`config.mk`:
```
export PLATFORM = sky130hd
export DESIGN_NAME = microwire_seq_ctrl
export DESIGN_NICKNAME = d
export VERILOG_FILES = /design/src/rtl/microwire_seq_ctrl_pkg.sv /design/src/rtl/mw_sk_gen.sv /design/src/rtl/microwire_seq_ctrl.sv
export SDC_FILE = /design/constraint.sdc
export NUM_CORES = 1
export LEC_CHECK = 0
export BUFFER_PORTS_ARGS = -buffer_cell sky130_fd_sc_hd__buf_4
export CAP_MARGIN = 20
export CORE_UTILIZATION = 57
export CTS_CLUSTER_SIZE = 40
export DETAILED_ROUTE_END_ITERATION = 10
export PLACE_DENSITY_LB_ADDON = 0.1
export RECOVER_POWER = 50
export SLEW_MARGIN = 20
export SYNTH_ARGS = -nofsm -noshare
export SYNTH_HDL_FRONTEND = slang
export SYNTH_SLANG_ARGS = --single-unit
```
`constraint.sdc`:
```
create_clock -name clk -period 3 [get_ports clk]
set_clock_uncertainty 0.05 [all_clocks]
set_input_delay 0.6 -clock clk [delete_from_list [all_inputs] [get_ports clk]]
set_output_delay 0.6 -clock clk [all_outputs]
set_load 0.05 [all_outputs]
```
`src/rtl/microwire_seq_ctrl_pkg.sv`:
```
// ---------------------------------------------------------------------------
// microwire_seq_ctrl_pkg
// Shared types for the Microwire EEPROM sequencer: the host operation enum,
// the controller state enum and the 2-bit on-wire opcodes.
// ---------------------------------------------------------------------------
package microwire_seq_ctrl_pkg;

  // Host-side operation encoding, as presented on the op port.
  typedef enum logic [1:0] {
    OP_EWEN  = 2'd0,
    OP_WRITE = 2'd1,
    OP_READ  = 2'd2,
    OP_ERASE = 2'd3
  } op_e;

  typedef enum logic [2:0] {
    IDLE,
    SHIFT_CMD,
    SHIFT_WR,
    SHIFT_RD,
    CS_GAP,
    POLL,
    FINISH
  } state_e;

  // Opcode bits sent on DI right after the start bit.
  localparam logic [1:0] OPC_EWEN  = 2'b00;
  localparam logic [1:0] OPC_WRITE = 2'b01;
  localparam logic [1:0] OPC_READ  = 2'b10;
  localparam logic [1:0] OPC_ERASE = 2'b11;

  function automatic logic [1:0] opcode_of(input op_e o);
    logic [1:0] opc;
    opc = OPC_EWEN;
    case (o)
      OP_EWEN:  opc = OPC_EWEN;
      OP_WRITE: opc = OPC_WRITE;
      OP_READ:  opc = OPC_READ;
      OP_ERASE: opc = OPC_ERASE;
      default:  opc = OPC_EWEN;
    endcase
    return opc;
  endfunction

endpackage

```
`src/rtl/mw_sk_gen.sv`:
```
// ---------------------------------------------------------------------------
// mw_sk_gen
// Bit-slot timer for the Microwire SK clock. While en is high it counts
// 2*DIV clk cycles per slot and flags the cycle before SK should rise
// (rise) and the last cycle of the slot (fall). Dropping en rewinds the
// slot so the next slot starts with a full low phase.
//
// Ports:
//   clk   in  sole clock
//   rst   in  synchronous active-high reset
//   en    in  slot timer running
//   rise  out strobe: SK goes high on the next edge
//   fall  out strobe: SK goes low / slot ends on the next edge
// ---------------------------------------------------------------------------
module mw_sk_gen #(
  parameter int DIV = 2
) (
  input  logic clk,
  input  logic rst,
  input  logic en,
  output logic rise,
  output logic fall
);

  localparam int PER = 2 * DIV;
  localparam int CW  = $clog2(PER);

  logic [CW-1:0] cnt;

  always_ff @(posedge clk) begin
    // NOTE: sequential state is always written with <= so every flop in the
    // design samples pre-edge values, regardless of block evaluation order.
    if (rst || !en) begin
      cnt <= '0;
    end else if (cnt == CW'(PER - 1)) begin
      cnt <= '0;
    end else begin
      cnt <= cnt + 1'b1;
    end
  end

  assign rise = en && (cnt == CW'(DIV - 1));
  assign fall = en && (cnt == CW'(PER - 1));

endmodule

```
`src/rtl/microwire_seq_ctrl.sv`:
```
// ---------------------------------------------------------------------------
// microwire_seq_ctrl
// Host-to-Microwire sequencer for 93Cxx-style serial EEPROMs. One accepted
// request runs a complete frame: start bit, opcode, address, then write
// data or read data as the operation needs, a chip-select gap plus
// ready/busy poll for programming operations, and a one-cycle done pulse.
//
// Ports:
//   clk, rst        clock, synchronous active-high reset
//   req, op         host request (taken when req & ready) and operation
//   addr, wdata     word address / write data, captured at accept
//   ready           high only while idle
//   done, err       end-of-transaction pulse; err=1 flags a poll timeout
//   rdata           last READ result, held until the next READ completes
//   cs, sk, di      serial chip-select, clock and data to the EEPROM
//   do_i            serial data from the EEPROM
// ---------------------------------------------------------------------------
module microwire_seq_ctrl
  import microwire_seq_ctrl_pkg::*;
#(
  parameter int ADDR_W  = 6,
  parameter int DATA_W  = 16,
  parameter int DIV     = 2,
  parameter int TIMEOUT = 4096
) (
  input  logic              clk,
  input  logic              rst,
  input  logic              req,
  input  logic [1:0]        op,
  input  logic [ADDR_W-1:0] addr,
  input  logic [DATA_W-1:0] wdata,
  output logic              ready,
  output logic              done,
  output logic              err,
  output logic [DATA_W-1:0] rdata,
  output logic              cs,
  output logic              sk,
  output logic              di,
  input  logic              do_i
);

  localparam int CMD_W   = 3 + ADDR_W;
  localparam int SR_W    = CMD_W + DATA_W;
  localparam int CNT_MAX = (TIMEOUT > SR_W) ? TIMEOUT : SR_W;
  localparam int CNT_W   = $clog2(CNT_MAX + 1);

  // EWEN carries a fixed "11 then zeros" address field.
  localparam logic [ADDR_W-1:0] EWEN_ADDR = ADDR_W'(2'b11) << (ADDR_W - 2);

  state_e            state;
  op_e               cur_op;
  logic [SR_W-1:0]   sr;      // outgoing bits, next bit to send in the MSB
  logic [DATA_W-1:0] rd_sr;
  logic [CNT_W-1:0]  cnt;     // slot index in shift states, cycles in POLL

  op_e               req_op;
  logic [CMD_W-1:0]  frame;
  logic [DATA_W-1:0] rd_next;
  logic              sk_en;
  logic              rise;
  logic              fall;
  logic              last_slot;

  assign req_op  = op_e'(op);
  assign frame   = {1'b1, opcode_of(req_op), (req_op == OP_EWEN) ? EWEN_ADDR : addr};
  assign rd_next = {rd_sr[DATA_W-2:0], do_i};

  // The slot timer also paces the chip-select gap (one slot long).
  assign sk_en = (state == SHIFT_CMD) || (state == SHIFT_WR) ||
                 (state == SHIFT_RD)  || (state == CS_GAP);

  assign last_slot = (state == SHIFT_CMD) ? (cnt == CNT_W'(CMD_W - 1))
                                          : (cnt == CNT_W'(DATA_W - 1));

  mw_sk_gen #(
    .DIV (DIV)
  ) u_sk_gen (
    .clk  (clk),
    .rst  (rst),
    .en   (sk_en),
    .rise (rise),
    .fall (fall)
  );

  always_ff @(posedge clk) begin
    if (rst) begin
      state  <= IDLE;
      cur_op <= OP_EWEN;
      ready  <= 1'b1;
      done   <= 1'b0;
      err    <= 1'b0;
      cs     <= 1'b0;
      sk     <= 1'b0;
      di     <= 1'b0;
      cnt    <= '0;
      rdata  <= '0;
      // NOTE: the shift registers hold no control state, but they are reset
      // as well so everything observable after rst is deterministic.
      sr     <= '0;
      rd_sr  <= '0;
    end else begin
      done <= 1'b0;
      err  <= 1'b0;
      case (state)
        IDLE: begin
          if (req) begin
            state  <= SHIFT_CMD;
            cur_op <= req_op;
            ready  <= 1'b0;
            cs     <= 1'b1;
            sk     <= 1'b0;
            di     <= frame[CMD_W-1];
            sr     <= {frame[CMD_W-2:0], wdata, 1'b0};
            cnt    <= '0;
          end
        end

        SHIFT_CMD, SHIFT_WR, SHIFT_RD: begin
          if (rise) begin
            sk <= 1'b1;
            if (state == SHIFT_RD) begin
              rd_sr <= rd_next;
              if (last_slot) begin
                rdata <= rd_next;
              end
            end
          end
          if (fall) begin
            sk <= 1'b0;
            if (!last_slot) begin
              cnt <= cnt + 1'b1;
              di  <= (state == SHIFT_RD) ? 1'b0 : sr[SR_W-1];
              sr  <= sr << 1;
            end else begin
              cnt <= '0;
              if (state == SHIFT_CMD) begin
                case (cur_op)
                  OP_WRITE: begin
                    state <= SHIFT_WR;
                    di    <= sr[SR_W-1];
                    sr    <= sr << 1;
                  end
                  OP_READ: begin
                    state <= SHIFT_RD;
                    di    <= 1'b0;
                  end
                  OP_EWEN: begin
                    state <= FINISH;
                    cs    <= 1'b0;
                    di    <= 1'b0;
                    done  <= 1'b1;
                  end
                  default: begin
                    state <= CS_GAP;
                    cs    <= 1'b0;
                    di    <= 1'b0;
                  end
                endcase
              end else if (state == SHIFT_WR) begin
                state <= CS_GAP;
                cs    <= 1'b0;
                di    <= 1'b0;
              end else begin
                state <= FINISH;
                cs    <= 1'b0;
                di    <= 1'b0;
                done  <= 1'b1;
              end
            end
          end
        end

        // Raising cs again after the gap makes the EEPROM present its
        // ready/busy status on DO.
        CS_GAP: begin
          if (fall) begin
            state <= POLL;
            cs    <= 1'b1;
          end
        end

        POLL: begin
          if (do_i) begin
            state <= FINISH;
            cs    <= 1'b0;
            done  <= 1'b1;
          end else if (cnt == CNT_W'(TIMEOUT - 1)) begin
            state <= FINISH;
            cs    <= 1'b0;
            done  <= 1'b1;
            err   <= 1'b1;
          end else begin
            cnt <= cnt + 1'b1;
          end
        end

        FINISH: begin
          state <= IDLE;
          ready <= 1'b1;
          cnt   <= '0;
        end

        default: begin
          state <= IDLE;
          ready <= 1'b1;
        end
      endcase
    end
  end

endmodule

```
After elaboration in Yosys (flattened, before gate mapping)
Cells that the tools add are included.

Output and inout bits: 22. Register bits: 82. Input port bits: 28. Logic and storage cells: 125.

Reductions and logical operators: 28. Eq/ne operators: 27. Add/subtract/negate cells: 2. Bitwise logic cells: 2. Multiplexer cells: 53.

Operators by type and width (number): 2-to-1 mux 25 bit (5); 2-to-1 mux 13 bit (5); case mux 13 bit (4 select lines) (1); case mux 25 bit (2 select lines) (1); == test 13 x 4 -> 1 bit, second input constant (2); 2-to-1 mux 1 bit (24); 2-to-1 mux 3 bit (7); AND reduction 5 bit (3); adder 13 x 1 -> 13 bit, second input constant (1); == test 13 x 12 -> 1 bit, second input constant (1); != test 2 bit, second input constant (6); != test 3 bit, second input constant (4); case mux 3 bit (4 select lines) (1); == test 3 bit, second input constant (3); case mux 3 bit (3 select lines) (1); AND reduction 3 bit (3); == test 2 bit, second input constant (4); case mux 1 bit (2 select lines) (4); case mux 2 bit (4 select lines) (1); nonzero test 4 bit (2); AND reduction 7 bit (1); == test 2 x 1 -> 1 bit, second input constant (3); == test 3 x 2 -> 1 bit, second input constant (2); 2-to-1 mux 6 bit (1); other kinds (17) (26).

Longest topological paths before layout
Gate-level depths: netlist of run 1.

Depth in word-level cells: 8. Gate-level depth with buffers: 8. Mapped depth without buffers: 7.

Hierarchy
Synthesis of run 1 repeated with hierarchy kept, for this count alone.

Cell total of the unflattened synthesis: 503. Area, all modules: 4021.4 um2.

Modules (own cells, without submodules): microwire_seq_ctrl (cells an instance 494, times used 1, area an instance 3921.3 um2); mw_sk_gen (cells an instance 9, times used 1, area an instance 100.1 um2).

Worst setup path before layout of run 1
No wires, ideal clock.

Path kind: reg2reg. Start point: reg cnt[0]. End point: reg cnt[0]. Required time: 2.824 ns. Data arrival time: 1.911 ns. Setup slack: 0.912 ns. Buffers on the path: 2. Cell stages (with the launch flop): 9. Setup time: 0.126 ns. Cell sequence: dfxtp_1 -> ha_1 -> nand3_1 -> or4_4 -> o211ai_2 -> buf_6 -> buf_6 -> xor2_1 -> nor2_1.

Word-level cells in the longest chain between the ends: 5. Elaborated cells between the ends (all ways): 12. Those cells by class: add/sub (1); eq/ne (4); mux (6); reduce/logical (1).

Ends and longest elaborated chain: from (decl) (line microwire_seq_ctrl.sv:54) `logic [CNT_W-1:0] cnt;`; from (signal assigned) (line microwire_seq_ctrl.sv:131) `cnt <= cnt + 1'b1;`; from (signal assigned) (line microwire_seq_ctrl.sv:193) `cnt <= cnt + 1'b1;`; parallel branches: the longest is 5 deep, another holds adder 13 x 1 -> 13 bit.

Several ways; the timed one is not identified. The select of a mux whose other input is x is not followed. A chain may end at the register's enable or synchronous reset.

Worst setup path after layout of run 1
Start point: reg cnt[0]. End point: reg cnt[2].

Same word-level chain as after synthesis.

==> out/results.tsv, run 1 <==
stage	metric	value	unit
yosys	Mapped Area	0.003830	sq mm
critical_path	Worst Reg2Reg Path Length in Cells	6	
sta	fin crit period	2.622	ns
power	power per cell area	803.4	mW/mm^2
min_path	hold path cells	2	
sta	Rel. slew slack	0.3184	
clocking	Clock Sinks	81	
global_route	vias in the first global route	2976	
yosys	Mapped Nets	480	
die	Std-Cell Core Area	0.006422	sq mm
cells_and_area	area delta synth->final	13.13	%
clocking	CTS Hold Bufs	0	
critical_path	Crit Path Class	reg2reg	
route	Routed Antenna Nets	0	
placed_design	Buffers on Ports	49	
yosys	Post-Synth XOR/XNOR Area	0.002287	
critical_path	Worst setup SP type	register	
sta	final hold vios	0	
yosys	Netlist cell types	58	
route	drt pass-1 iters	8	
critical_path	register-to-register setup slack	0.38	ns
cells_and_area	Nets	515	
cells_and_area	post-route cell area	0.004333	sq mm
yosys	Syn Area/Cell	8.607	sq um
placed_design	Final Wtd Congestion	0.7993	
sta	Final period util	0.8740	
status	status	finished, violations left	
global_route	Tot GR Track Use	0.2390	
placed_design	Final HPWL DP	5097	um
yosys	Synth top cells by count	dfxtp_1, nand2_1, nor2_1, a21oi_1, a311oi_2	
route	vias	3252	
route	WL per Instance	13.89	um
route	Post-Route WL	7806	um
yosys	synthesized-area fraction occupied by and/or/nand/nor cells	0.2483	
yosys	Primary FF master, synth	dfxtp_1	
clocking	Clk Latency, worst-skew pair	0.36	ns
yosys	Post-synth EDFFs	0	
clocking	Setup Fix Bufs, Post-CTS	0	
sta	final hold slack	0.3958	ns
clocking	PostCTS Resize Cnt	0	
yosys	Post-Synth Adder-Cell Area	0.02287	
route	Iter 0 DRT Violations	168	
yosys	Seq cells post-synth	81	
min_path	Hold Path Sink	err	
clocking	Clock Pin Slew Worst Setup and Hold Paths	0.08	ns
yosys	sequential area share after synthesis	0.4234	
min_path	Hold Path Class	in2reg	
job	MaxCap Viol Count	0	
yosys	complex-gate fraction of the synthesized area	0.2048	
critical_path	CP Capture Type	register	
yosys	main combinational cell family by area after synthesis	simple AND/OR/NAND/NOR gates	
route	DRC viols	4	
yosys	area leader, netlist	dfxtp_1	
clocking	total CTS buffers	9	
power	leakage	1.516	nW
yosys	ranking of synthesized cells by area	dfxtp_1, nand2_1, a311oi_2, a21oi_1, nor2_1	
clocking	CTS tree	done	
yosys	ys async rst share	0	
yosys	post-synthesis mux area share	0.04835	
die	I/O pins	50	
clocking	Max Root-Sink Buffers	2	
min_path	Worst Hold Launch	do_i	
route	vias per inst	5.786	
cells_and_area	ant diodes	0	
sta	Fmax achieved	0.3814	GHz
global_route	initial antenna violation count	0	
yosys	Yosys warnings	0	
sta	Final TNS setup	0	ns
yosys	top cell type's share of synthesized area	0.4234	
clocking	H-tree depth	3	
power	maximum vdd ir drop	0.4852	mV
sta	Slew @ Worst Pin	1.019	ns
placed_design	placed inst area	0.004199	sq mm
die	row count	29	
global_route	GR Overflow Total	0	
yosys	Gate Count Post-Synth	445	
sta	fin. max-slew vios	0	
die	Initial Utilization	0.5963	
global_route	first-pass GRT wire length	13690	um
sta	RSZ-0062 raised after global routing	false	
critical_path	crit path max fanout	25	
placed_design	dpl cells	546	
sta	Final setup viols	0	
critical_path	worst reg2reg startpoint	cnt[0]	
critical_path	FF-to-FF End	cnt[2]	
die	Die X	83.97	um
die	die footprint	0.007051	sq mm
status	failing checks	DRC	
cells_and_area	share of cells above drive strength 1	0.1629	
critical_path	CP required	3.16	ns
critical_path	arrival time worst endpoint	2.79	ns
die	Die H	83.97	um
global_route	largest net degree at the start of global routing	49	
cells_and_area	final cell count without fillers	562	
clocking	clock tree root buffer cell	clkbuf_8	
==> flip-flops by register name (all words and copies together), names as in the netlist <==
signal / flops
cur_op: 2
done: 1
u_sk_gen.cnt: 2
ready: 1
sk: 1
rd_sr: 15
cs: 1
cnt: 13
sr: 24
err: 1
di: 1
rdata: 16
state: 3
==> how the worst max path moves through the flow <==
stage	to	cells after the start	slack, ns	startpoint
floorplan	cnt[0]	8	0.91	cnt[0]
global placement	cnt[2]	6	0.51	req
detailed placement	cnt[2]	6	0.45	cnt[0]
CTS	cnt[2]	6	0.43	cnt[0]
global route	cnt[4]	6	0.18	cnt[0]
finish	cnt[2]	6	0.38	cnt[0]
==> routing by layer <==
| layer | vias to the layer above | track usage | share of wire | routed length [um] |
|---|---|---|---|---|
| met5 | - | 0 | 0 | 0 |
| met4 | 0 | 0.09248 | 0.016 | 123 |
| met3 | 11 | 0.05737 | 0.047 | 369 |
| met2 | 88 | 0.3823 | 0.46 | 3586 |
| met1 | 1512 | 0.3118 | 0.48 | 3727 |
| li1 | 1641 | - | - | - |
==> kinds of logic (layout without fill, tap and decap cells) <==
logic type / after synthesis / after routing
simple gates: 200 / 200
compound gates: 98 / 98
fa+ha+maj: 7 / 7
buf+inv: 40 / 80
xor+xnor: 1 / 1
mux: 18 / 18
flops: 81 / 81
==> report_power, final <==
group	total (mW)	internal [mW]	switching [mW]
Sequential	1.36	1.23	0.120
Combinational	1.22	0.449	0.769
Clock	0.907	0.516	0.391
==> placed cells by master, fill, tap and decap left out, drive strengths merged, types with 8 or more instances in the layout <==
cell    instances
a21oi          42
a311oi         21
buf            34
clkbuf         34
dfxtp          81
inv             9
mux2i          17
nand2          81
nand3          14
nor2           54
o21ai           8
==> through the flow <==
step                        util  power [mW]  worst slack, ns
after CTS                 0.6895       3.526           0.4331
final                     0.6747       3.481           0.3779
after detailed placement  0.6538       2.617           0.4518
after global routing      0.6747       3.707           0.1759
after floorplan                -       2.387           0.9125
after global placement    0.6538       2.584           0.5057
==> final cells by class <==
class / count / area (sq um)
clock buffers: 12 / 155.1
clock inverters: 4 / 73.82
fillers: 568 / 2090
inverters: 8 / 30.03
multi-input cells: 324 / 2006
flip-flops and latches: 81 / 1622
well taps: 77 / 96.34
repair buffers: 56 / 350.3
==> critical path, stage by stage, from the launching register on <==
cell and delay, ns:
dfxtp_1 0.41, ha_1 0.21, nand3_1 0.17, or4_1 0.61, o211ai_2 0.73, or4bb_1 0.23
a31oi_1 0.07
(Power assumes the default switching activity.)
==> run 2: changes to the inputs <==
==> constraint.sdc (replaced) <==
create_clock -name clk -period 2.9 [get_ports clk]
set_clock_uncertainty 0.05 [all_clocks]
set_input_delay 0.58 -clock clk [delete_from_list [all_inputs] [get_ports clk]]
set_output_delay 0.58 -clock clk [all_outputs]
set_load 0.02 [all_outputs]
==> out/results.tsv, run 2 (synthesis gave the netlist of run 1 again) <==
stage	metric	value	unit
critical_path	critical path endpoint	cnt[2]	
clocking	Max Root-Sink Buffers	2	
placed_design	Final Wtd Congestion	0.8072	
critical_path	Crit. Startpoint	cnt[0]	
clocking	CTS tree	done	
global_route	GR Overflow Total	0	
min_path	Hold Path Class	in2reg	
cells_and_area	area delta synth->final	13.52	%
die	die footprint	0.007051	sq mm
die	I/O pins	50	
placed_design	placed inst area	0.004207	sq mm
critical_path	CP required	3.06	ns
power	power per cell area	822.4	mW/mm^2
sta	Final setup viols	0	
cells_and_area	post-route cell area	0.004348	sq mm
clocking	total CTS buffers	9	
sta	Rel. slew slack	0.3323	
cells_and_area	Largest regs	sr x24, rdata x16, rd_sr x15	
route	vias	3261	
clocking	Clock Pin Slew Worst Setup and Hold Paths	0.09	ns
die	Die X	83.97	um
job	MaxCap Viol Count	0	
sta	fin crit period	2.638	ns
global_route	initial antenna violation count	0	
route	Routed Antenna Nets	0	
critical_path	worst reg2reg startpoint	cnt[0]	
global_route	first-pass GRT wire length	13640	um
critical_path	register-to-register setup slack	0.26	ns
critical_path	FF-to-FF End	cnt[2]	
critical_path	crit path max fanout	25	
die	Die H	83.97	um
sta	Fmax achieved	0.3791	GHz
die	Std-Cell Core Area	0.006422	sq mm
cells_and_area	ant diodes	0	
clocking	CTS Hold Bufs	0	
sta	RSZ-0062 raised after global routing	false	
sta	fin. max-slew vios	0	
die	Initial Utilization	0.5963	
route	drt pass-1 iters	8	
global_route	vias in the first global route	3015	
power	maximum vdd ir drop	0.4939	mV
sta	Final period util	0.9097	
route	WL per Instance	14.01	um
critical_path	arrival time worst endpoint	2.80	ns
clocking	H-tree depth	3	
global_route	largest net degree at the start of global routing	49	
cells_and_area	commonest cells after routing, fill and taps aside	nand2_1, dfxtp_1, nor2_1, a21oi_1, buf_4	
status	status	finished, violations left	
sta	Slew @ Worst Pin	0.9983	ns
clocking	clock tree root buffer cell	clkbuf_8	
global_route	Tot GR Track Use	0.2382	
status	failing checks	DRC	
route	Post-Route WL	7890	um
critical_path	Worst setup SP type	register	
placed_design	Final HPWL DP	5100	um
clocking	Setup Fix Bufs, Post-CTS	0	
cells_and_area	Nets	516	
placed_design	Buffers on Ports	49	
cells_and_area	max FFs per register	24	
route	Iter 0 DRT Violations	184	
sta	Final TNS setup	0	ns
cells_and_area	Most flops, register	sr	
clocking	Clk Latency, worst-skew pair	0.35	ns
die	row count	29	
cells_and_area	share of cells above drive strength 1	0.1667	
route	DRC viols	2	
critical_path	Worst Reg2Reg Path Length in Cells	6	
clocking	Clock Sinks	81	
power	leakage	1.519	nW
route	vias per inst	5.792	
critical_path	Crit Path Class	reg2reg	
critical_path	CP Capture Type	register	
sta	final hold vios	0	
clocking	PostCTS Resize Cnt	0	
run 2: worst max-delay path, stage by stage (launching register included):
cell	delay, ns
dfxtp_1	0.41
ha_1	0.20
nand3_1	0.18
or4_1	0.62
o211ai_2	0.72
or4bb_1	0.24
a31oi_1	0.08
run 2: worst min path at each step:
stage	to	slack (ns)	from	cells past startpoint
2_1_floorplan	u_sk_gen.cnt[0]	0.37	u_sk_gen.cnt[0]	1
5_1_grt	err	0.40	do_i	2
3_3_place_gp	u_sk_gen.cnt[0]	0.39	u_sk_gen.cnt[0]	1
6_report	err	0.39	do_i	2
3_5_place_dp	rd_sr[14]	0.40	rd_sr[14]	2
4_1_cts	err	0.37	do_i	2
run 2: area by class of cell:
cell class | count | area [sq um]
Inverter | 8 | 30.03
Clock inverter | 5 | 85.08
Clock buffer | 11 | 151.4
Tap cell | 77 | 96.34
Sequential cell | 81 | 1622
Multi-Input combinational cell | 324 | 2006
Fill cell | 562 | 2074
Timing Repair Buffer | 57 | 357.8
run 2: per-layer routing:
layer | global-route usage | share of wire | up-vias | wire length (um)
li1 | - | - | 1648 | -
met1 | 0.3052 | 0.48 | 1525 | 3776
met2 | 0.3897 | 0.47 | 78 | 3686
met3 | 0.06429 | 0.042 | 10 | 330
met4 | 0.07524 | 0.012 | 0 | 95
met5 | 0 | 0 | - | 0
run 2: stage by stage:
| stage | hold slack, ns | std cells | worst slack, ns | power [mW] | utilization |
|---|---|---|---|---|---|
| floorplan | 0.3715 | 445 | 0.8125 | 2.431 | - |
| global placement | 0.3867 | 547 | 0.4239 | 2.629 | 0.6550 |
| detailed placement | 0.4012 | 547 | 0.3221 | 2.668 | 0.6550 |
| CTS | 0.3650 | 563 | 0.3138 | 3.628 | 0.6918 |
| global route | 0.3972 | 563 | 0.04315 | 3.795 | 0.6770 |
| finish | 0.3901 | 563 | 0.2618 | 3.576 | 0.6770 |
run 2: power by group:
| part | leakage (nW) | total, mW | internal, mW | switching [mW] |
|---|---|---|---|---|
| clock network | 0.116 | 0.956 | 0.537 | 0.419 |
| registers | 0.659 | 1.40 | 1.28 | 0.126 |
| logic | 0.744 | 1.22 | 0.459 | 0.757 |
| total | 1.52 | 3.58 | 2.27 | 1.30 |
==> run 3: changes to the inputs <==
ABC_AREA = 1   (was not set)
==> out/results.tsv, run 3 <==
stage	metric	value	unit
status	status	completed	
die	Initial Utilization	0.5984	
critical_path	Largest stage delay, worst path	0.52	ns
sta	Rel. slew slack	0.5665	
route	DR WL met2	3629	um
clocking	Clock Pin Slew Worst Setup and Hold Paths	0.09	ns
route	Top Layer Used	met4	
sta	Final period util	0.8149	
global_route	first-pass GRT wire length	14080	um
yosys	Syn Area/Cell	7.002	sq um
cells_and_area	commonest cells after routing, fill and taps aside	nand2_1, nor2_1, dfxtp_1, a21oi_1, o21ai_0	
min_path	Hold Path Class	reg2reg	
route	met3 wire len	397	um
yosys	top cell type's share of synthesized area	0.4196	
die	I/O pins	50	
critical_path	worst path cell trace	ha_1, nand3_1, nor2_1, nand3_1, nand3_1, inv_2, o21ai_0, nor2_1	
cells_and_area	commonest non-fill, non-tap cell in the layout	nand2_1	
placed_design	Final Wtd Congestion	0.8581	
clocking	total CTS buffers	9	
cells_and_area	area delta synth->final	13.73	%
cells_and_area	ant diodes	0	
yosys	Mapped Nets	587	
sta	Fmax achieved	0.4231	GHz
clocking	CTS tree	done	
die	Die H	84.35	um
power	clock power share	0.255	
sta	fin crit period	2.363	ns
route	vias per inst	5.253	
clocking	Max Root-Sink Buffers	2	
sta	fin. max-slew vios	0	
clocking	H-tree depth	3	
power	total power	3.920	mW
cells_and_area	Most flops, register	sr	
yosys	top-count cell post-synth	nand2_1	
power	cell-internal power	2.377	mW
route	Iter 0 DRT Violations	256	
route	WL per Instance	12.10	um
route	Routed Antenna Nets	0	
placed_design	Buffers on Ports	49	
yosys	sequential area share after synthesis	0.4196	
sta	final hold vios	0	
critical_path	crit path max fanout	15	
global_route	vias in the first global route	3159	
yosys	Netlist cell types	34	
yosys	ranking of synthesized cells by area	dfxtp_1, nand2_1, nor2_1, a21oi_1, o21ai_0	
critical_path	CP Capture Type	register	
yosys	Synth top cells by count	nand2_1, dfxtp_1, nor2_1, a21oi_1, o21ai_0	
clocking	clock tree root buffer cell	clkbuf_8	
power	sequential share of power	0.392	
clocking	Clock Sinks	81	
power	leakage	1.882	nW
power	Logic pwr share	0.353	
critical_path	CP required	3.09	ns
cells_and_area	Nets	626	
clocking	Setup Fix Bufs, Post-CTS	0	
die	row count	29	
power	sw frac	0.3935	
yosys	Seq cells post-synth	81	
sta	Final TNS setup	0	ns
power	power per cell area	891.7	mW/mm^2
cells_and_area	post-route cell area	0.004395	sq mm
route	DRC viols	0	
clocking	Clk Latency, worst-skew pair	0.35	ns
job	MaxCap Viol Count	0	
critical_path	Crit Path Class	reg2reg	
critical_path	Critical Path Slowest Stage Cell	nand3_1	
yosys	Yosys warnings	0	
clocking	PostCTS Resize Cnt	0	
route	Post-Route WL	8145	um
critical_path	Buf/Inv on CP	1	
critical_path	arrival time worst endpoint	2.56	ns
power	Sw Pwr	1.542	mW
sta	Slew @ Worst Pin	0.6484	ns
global_route	largest net degree at the start of global routing	33	
yosys	Mapped Area	0.003865	sq mm
placed_design	placed inst area	0.004238	sq mm
placed_design	Final HPWL DP	5567	um
die	Die X	84.35	um
cells_and_area	Largest regs	sr x24, rdata x16, rd_sr x15	
route	Metal-1 WL	4000	um
cells_and_area	share of cells above drive strength 1	0.1242	
critical_path	most used cell, CP	nand3_1	
die	die footprint	0.007114	sq mm
power	maximum vdd ir drop	0.6921	mV
die	Std-Cell Core Area	0.006459	sq mm
cells_and_area	max FFs per register	24	
route	drt pass-1 iters	5	
clocking	CTS Hold Bufs	0	
sta	RSZ-0062 raised after global routing	false	
global_route	GR Overflow Total	0	
yosys	area leader, netlist	dfxtp_1	
route	vias	3535	
yosys	Primary FF master, synth	dfxtp_1	
yosys	ys async rst share	0	
global_route	initial antenna violation count	0	
sta	Final setup viols	0	
global_route	Tot GR Track Use	0.2430	
critical_path	CP top delay family	simple AND/OR/NAND/NOR gates	
yosys	Post-synth EDFFs	0	
yosys	Gate Count Post-Synth	552	
critical_path	Worst setup SP type	register	
run 3: cell count changes after synthesis, moves of 10 or more:
cell      previous run  this run
nand2_1             81       137
o21a_1               0        14
o21ai_0              6        50
nor2_1              54        80
a21oi_1             42        52
inv_1                8        37
a311oi_2            20         0
nor2_2               0        14
mux2i_1             16         0
run 3: worst register-to-register path, stage by stage, from the launching register on:
cell,delay (ns)
dfxtp_1,0.41
ha_1,0.28
nand3_1,0.16
nor2_1,0.30
nand3_1,0.11
nand3_1,0.52
inv_2,0.19
o21ai_0,0.19
nor2_1,0.06
run 3: area by class of cell:
type | instances | area (sq um)
Multi-Input combinational cell | 401 | 1944
Clock buffer | 10 | 127.6
Timing Repair Buffer | 54 | 322.8
Tap cell | 77 | 96.34
Inverter | 44 | 167.7
Fill cell | 597 | 2063
Clock inverter | 6 | 115.1
Sequential cell | 81 | 1622
run 3: power by group through the flow:
stage / Combinational, mW / Sequential [mW] / Clock [mW]
2_1_floorplan: 1.15 / 1.53 / 0
6_report: 1.38 / 1.54 / 0.999
3_5_place_dp: 1.39 / 1.56 / 0
5_1_grt: 1.61 / 1.56 / 1.05
4_1_cts: 1.41 / 1.54 / 1.02
3_3_place_gp: 1.38 / 1.54 / 0
run 3: cell families after synthesis:
logic type,share of synthesized area
adder cells (fa/ha/maj),0.02266
buffers and inverters,0.07672
flip-flops,0.4196
XOR/XNOR,0.01813
AND/OR/NAND/NOR,0.2846
AO/OA/AOI/OAI,0.1784
run 3: per-layer routing:
metal / global-route usage / vias to the layer above
li1: - / 1854
met1: 0.3294 / 1579
met2: 0.3920 / 92
met3: 0.04031 / 10
met4: 0.09091 / 0
met5: 0 / -
run 3: per-stage QoR:
step	hold WS [ns]	setup WS [ns]	std cells	utilization
after global routing	0.4299	0.2870	673	0.6806
after floorplan	0.3715	1.294	552	-
final	0.4082	0.5368	673	0.6806
after detailed placement	0.3968	0.4681	657	0.6561
after global placement	0.3894	0.5701	657	0.6561
after CTS	0.4136	0.4490	673	0.6937
run 3: worst paths after layout:
kind | startpoint | to | slack [ns] | cells past startpoint
setup / recovery | cnt[0] | cnt[6] | 0.54 | 8
hold / removal | rd_sr[14] | rdata[15] | 0.41 | 2
setup reg to reg | cnt[0] | cnt[6] | 0.54 | 8
hold reg to reg | rd_sr[14] | rdata[15] | 0.41 | 2
